File: src/rtl/display_7segmentos.sv
// display_7segmentos: scans a sign-magnitude BCD result across an 8-digit common-anode display (clk, reset, codigo_BCD[20:0] in; anodo[7:0], catodo[6:0] active-low out)
module display_7segmentos #(
  parameter int REFRESH_COUNT = 100000
) (
  input  logic        clk,
  input  logic        reset,
  input  logic [20:0] codigo_BCD,
  output logic [7:0]  anodo,
  output logic [6:0]  catodo
);
  localparam int PW = (REFRESH_COUNT > 2) ? $clog2(REFRESH_COUNT) : 1;
  localparam logic [6:0] SEG [16] = '{
    7'h40, 7'h79, 7'h24, 7'h30, 7'h19, 7'h12, 7'h02, 7'h78,
    7'h00, 7'h10, 7'h7F, 7'h7F, 7'h7F, 7'h7F, 7'h7F, 7'h7F
  };
  logic [PW-1:0] prescaler;
  logic [2:0]    index;
  logic [31:0]   ext;
  logic [3:0]    digit;
  logic [7:0]    nz;
  logic [6:0]    pattern;
  assign ext   = {11'b0, codigo_BCD};
  assign digit = ext[{index, 2'b00} +: 4];
  always_comb begin
    nz = '0;
    nz[4] = |ext[19:16];
    for (int i = 3; i >= 0; i--) nz[i] = nz[i+1] | (|ext[i*4 +: 4]);
  end
  // nz[k] marks a non-zero digit at or above position k, so leading zeros blank while inner zeros stay lit
  assign pattern = (index < 3'd5) ? ((index != 3'd0 && !nz[index]) ? 7'h7F : SEG[digit]) :
                   (index == 3'd5 && ext[20]) ? 7'h3F : 7'h7F;
  always_ff @(posedge clk) begin
    if (reset) begin
      prescaler <= '0;
      index     <= '0;
      anodo     <= 8'hFF;
      catodo    <= 7'h7F;
    end else begin
      prescaler <= (prescaler == PW'(REFRESH_COUNT - 1)) ? '0 : prescaler + 1'b1;
      index     <= (prescaler == PW'(REFRESH_COUNT - 1)) ? index + 3'd1 : index;
      anodo     <= ~(8'b1 << index);
      catodo    <= pattern;
    end
  end
endmodule

File: config.mk
export PLATFORM = sky130hd
export DESIGN_NAME = display_7segmentos
export DESIGN_NICKNAME = d
export VERILOG_FILES = /design/src/rtl/display_7segmentos.sv
export SDC_FILE = /design/constraint.sdc
export NUM_CORES = 1
export LEC_CHECK = 0
export ABC_AREA = 1
export BUFFER_PORTS_ARGS = -buffer_cell sky130_fd_sc_hd__buf_4
export CORE_MARGIN = 3
export CORE_UTILIZATION = 41
export CTS_CLUSTER_DIAMETER = 80
export DETAILED_ROUTE_END_ITERATION = 10
export PLACE_DENSITY = 0.62
export SLEW_MARGIN = 20
export SYNTH_ARGS = -nofsm -noshare
export SYNTH_HDL_FRONTEND = slang
export SYNTH_SLANG_ARGS = --single-unit
File: constraint.sdc
create_clock -name clk -period 2.2 [get_ports clk]
set_input_delay 0.22 -clock clk [delete_from_list [all_inputs] [get_ports clk]]
set_output_delay 0.22 -clock clk [all_outputs]
set_load 0.02 [all_outputs]
# --- Word-level counts from Yosys, hierarchy flattened ---
# Memories as Yosys holds them, arrays and structs flattened.
# Index checks and enable logic that the tools add are counted.
word_totals:
  register_bits: 35
  romBits: 112
  memories: 1
  output_inout_bits: 15
memory_table:
  columns: ["name", "words", "word_bits", "rd", "rd_clocked_by_memory_dff", "wr", "line", "source"]
  rows:
  - ["(no name shown)", 16, 7, 1, 0, 0, "30", "assign pattern = (index < 3'd5) ? ((index != 3'd0 && !nz[index]) ? 7'h7F : SEG[digit]) :"]
classes:
  addsub: 2
  n_reduce_logical: 10
  order_cmp: 3
  bitwise: 6
  eq_ne: 2
  shifts: 2
  n_mux: 7
op_table:
  columns: ["cell", "n"]
  rows:
  - ["7-bit 2-to-1 mux", 5]
  - ["32-bit by 6-bit indexed part select with 4-bit output", 1]
  - ["4-bit OR reduction", 5]
  - ["17-bit by 1-bit adder with 17-bit output, second input constant", 1]
  - ["17-bit equality test, second input constant", 1]
  - ["8-bit inverter", 1]
  - ["1-bit by 3-bit << shifter with 8-bit output, first input constant", 1]
  - ["5-bit greater-or-equal comparator, second input constant", 1]
  - ["4-bit inverter with 5-bit output", 1]
  - ["3-bit by 4-bit < comparator with 1-bit output, second input constant", 1]
  - ["1-bit bitwise OR", 4]
  - ["3-bit by 1-bit adder with 3-bit output, second input constant", 1]
  - ["1-bit binary-select mux with 3-bit select", 1]
  - ["3-bit equality test, second input constant", 1]
  - ["3-bit < comparator, second input constant", 1]
  - ["3-bit nonzero test", 1]
  - ["1-bit logical AND", 2]
  - ["2-bit OR reduction", 1]
  - ["1-bit zero test", 1]
  - ["1-bit 2-to-1 mux", 1]

# --- Longest topological paths before layout ---
depth:
  depth_word: 11
  depth_mapped: 14
  depth_no_buf: 13

# --- Worst setup path before layout ---
# OpenSTA, ideal clock, no wires.
synth_timing:
  path_kind: "register -> register"
  startpoint: "register index[0]"
  endpoint: "register catodo[0]"
  required_time_ns: 2.061
  stages_incl_launch_ff: 13
  period_less_slack_ns: 1.848
  setup_slack_ns: 0.352
  t_arrival_ns: 1.709
  path_cell_list: "dfxtp_1 -> buf_4 -> buf_4 -> a21oi_1 -> o21ai_0 -> o21ai_0 -> a21oi_1 -> inv_1 -> ha_1 -> o21ai_0 -> inv_1 -> nand2_1 -> nand3_1"
synth_via:
  elab_chain_len: 7
synth_rtl:
  columns: ["item", "line", "source"]
  rows:
  - ["from (decl)", "17", "logic [2:0] index;"]
  - ["from (signal assigned)", "40", "index <= (prescaler == PW'(REFRESH_COUNT - 1)) ? index + 3'd1 : index;"]
  - ["32-bit by 6-bit indexed part select with 4-bit output", "23", "assign digit = ext[{index, 2'b00} +: 4];"]
  - ["4-bit inverter with 5-bit output (not written as such)", "30", null]
  - ["memory read 16 x 7 bit", null, null]
  - ["7-bit 2-to-1 mux (not written as such) (2 in a row)", "30", null]
  - ["7-bit 2-to-1 mux", "30", null]
  - ["7-bit 2-to-1 mux (*)", "30", null]
  - ["to (signal assigned)", "42", "catodo <= pattern;"]
  - ["to (decl)", "9", "output logic [6:0] catodo"]
# Mark *: on every way between the ends. The rest lies on a longest branch, timed or not. The select of a mux whose other input is x is not followed.
# A chain may end at the register's enable or synchronous reset.

# --- Worst setup path in the final report ---
layout_timing:
  startpoint: "register index[1]"
  endpoint: "register catodo[0]"
# The elaborated chain is that of the path after synthesis.

==> flow_metrics.tcl <==
set metrics [dict create \
    hp-class "primary input to flip-flop" \
    grt.total_usage 0.164 \
    start_kind "flip-flop" \
    drv_slew 0 \
    holdPathStages 2 \
    initial_core_util 0.443 \
    cts_made_buffers 5 \
    cts.htree.levels 2 \
    drtIter0Drc 84 \
    cts_tree "done" \
    cp_max_fo 10 \
    relSlewSlack 0.668 \
    timing.rr.start "index[1]" \
    muxShareOfSynthArea 0 \
    leakagePower_uw 0.00104 \
    p_seq_frac 0.475 \
    setup_viol 0 \
    die_area_mm2 0.00535 \
    synth-compound-area-share 0.0752 \
    final.period_utilization 0.872 \
    syn_inst 266 \
    drv_cap 0 \
    p_clk_frac 0.427 \
    syn-cell-area_mm2 0.00185 \
    fmax_ghz 0.521 \
    min_period_ns 1.92 \
    switchingPower_uw 300 \
    crit_type "flip-flop to flip-flop" \
    die_x_um 73.1 \
    peakVddDrop_uv 292 \
    rows 23 \
    finalHoldViolations 0 \
    finalInstanceArea_mm2 0.00231 \
    p_int_uw 1080 \
    synthSimpleGateAreaFrac 0.357 \
    insertion_delay_ns 0.28 \
    clk_path_buf_depth 2 \
    grt_pass1_vias 1603 \
    grt_max_degree 13 \
    gp_congestion 0.883 \
    ys_types 25 \
    detail-route-antenna-nets 0 \
    worstRegToRegCells 11 \
    final_nets 344 \
    grt_antenna_before_repair 0 \
    startpoint "index[1]" \
    syn_nets 301 \
    port_buffers 37 \
    num_vias 1739 \
    viasPerCell 4.83 \
    arrival_ns 2.06 \
    syn_avg_cell_area_um2 6.94 \
    route.detailed.wl_per_inst_um 11.0 \
    r2r-end "catodo[0]" \
    core_mm2 0.00417 \
    worstMarginPinSlew_ns 0.498 \
    clk_transition_reported_paths_ns 0.07 \
    drive_above_1_share 0.187 \
    cts_sinks 35 \
    place_area_mm2 0.00219 \
    place_hpwl_mm 3.08 \
    p_per_area_mw_per_mm2 597 \
    finalSetupTns_ns 0 \
    yosys.area_share.adder 0.0813 \
    synthXorXnorAreaFrac 0.0285 \
    yosysSeqAreaShare 0.379 \
    cts.root.buffer_cell "clkbuf_8" \
    critPathCaptureType "flip-flop" \
    drt-total-wl_mm 3.95 \
    switching_share 0.218 \
    status "finished clean" \
    synth_top_family_by_area "simple AND/OR/NAND/NOR gates" \
    drc 0 \
    grt_remaining_overflow 0 \
    area_growth_syn_to_layout_pct 24.9 \
    skew_ns 0.00657 \
    antennaDiodeCount 0 \
    detail_route.first_pass.iterations 4 \
    crit_end "catodo[0]" \
    r2r_setup_slack_ns 0.28 \
    p_comb_frac 0.098 \
    critical_path_required_ns 2.34 \
    rsz0062_at_grt "no" \
    yosys_warnings 0 \
    die_h_um 73.1 \
    ioPinCount 38 \
    synth-seq-cells 35 \
    grt_pass1_wl_mm 6.92 \
    cts_hold_buffers 0 \
]
## power by group through the flow
stage	combinational, uW	clock, uW	sequential (uW)
floorplan	55.7	0	681
global placement	136	0	668
detailed placement	136	0	668
CTS	136	605	653
global route	152	637	655
finish	135	589	653
## cells in the mapped netlist
library cell	instances	share of area
nor3_4	1	0.0088
or2_0	2	0.0068
inv_1	27	0.055
and3_1	1	0.0034
nand2_1	67	0.14
buf_4	2	0.0081
nand2_2	1	0.0034
ha_1	12	0.081
xor2_1	2	0.0095
o21ai_2	2	0.0095
buf_2	2	0.0054
o21ai_0	9	0.024
clkbuf_1	1	0.0020
nand4_1	5	0.017
nand3_1	30	0.081
nor2_1	36	0.073
dfxtp_1	35	0.38
xnor2_1	4	0.019
nor3_1	6	0.016
nor3b_1	1	0.0041
inv_2	4	0.0081
a31oi_1	1	0.0034
nor4_1	2	0.0068
a211oi_1	2	0.0081
a21oi_1	11	0.030
## flip-flops by register name, indices dropped and copies added (netlist names)
register and cells:
catodo 7, index 3, anodo 8, prescaler 17
## metrics by stage
step | cells | setup WS, ns | hold slack [ns] | total power [uW] | util
floorplan | 266 | 0.352 | 0.298 | 737 | -
global placement | 352 | 0.332 | 0.428 | 804 | 0.524
detailed placement | 352 | 0.301 | 0.432 | 803 | 0.524
CTS | 360 | 0.285 | 0.128 | 1390 | 0.553
global route | 360 | 0.0267 | 0.129 | 1440 | 0.553
finish | 360 | 0.281 | 0.137 | 1380 | 0.553
## worst min path at each step
stage            startpoint      endpoint  slack [ns]
5_1_grt               reset      index[2]        0.13
3_3_place_gp   prescaler[0]  prescaler[0]        0.43
4_1_cts               reset      index[2]        0.13
2_1_floorplan         reset      index[1]        0.30
6_report              reset      index[2]        0.14
3_5_place_dp          reset      index[2]        0.43
## kinds of logic after synthesis
logic type / Yosys count
AND/OR/NAND/NOR: 152
adder cells (fa/ha/maj): 12
XOR/XNOR: 6
buffers and inverters: 36
AO/OA/AOI/OAI: 25
flip-flops: 35
## metal layers
layer	track usage	routed length, um	part of all wire
met5	0	0	0
met4	0.0615	75	0.019
met3	0.0455	160	0.041
met2	0.268	1850	0.47
met1	0.205	1870	0.47
## layout make-up
class                           count  area, um2
Fill cell                         403       1870
Multi-Input combinational cell    195       1000
Sequential cell                    35        702
Timing Repair Buffer               41        308
Inverter                           31        116
Clock buffer                        6       82.6
Tap cell                           50       62.6
Clock inverter                      2       35.0
## repair_timing
| item | CTS | global route |
|---|---|---|
| resized for setup | 0 | 1 |
| setup buffers | 0 | 0 |
| endpoints found under the setup margin | 0 | 2 |
## worst max-delay path, cell delays in order (launching register included)
cell	delay, ns
dfxtp_1	0.63
inv_2	0.07
nor2_1	0.11
nand2_1	0.05
nand2_1	0.06
nand2_1	0.05
nand2_1	0.16
inv_1	0.11
ha_1	0.20
or2_0	0.21
nand2_1	0.07
nand3_1	0.07
## layout by cell type, fill, tap and decap left out, types with 6 or more instances in the layout
cell	count
a21oi_1	11
buf_4	41
clkbuf_8	6
dfxtp_1	34
ha_1	12
inv_1	27
nand2_1	67
nand3_1	30
nor2_1	36
nor3_1	6
o21ai_0	9
No activity file was read; power rests on OpenSTA's default activity.
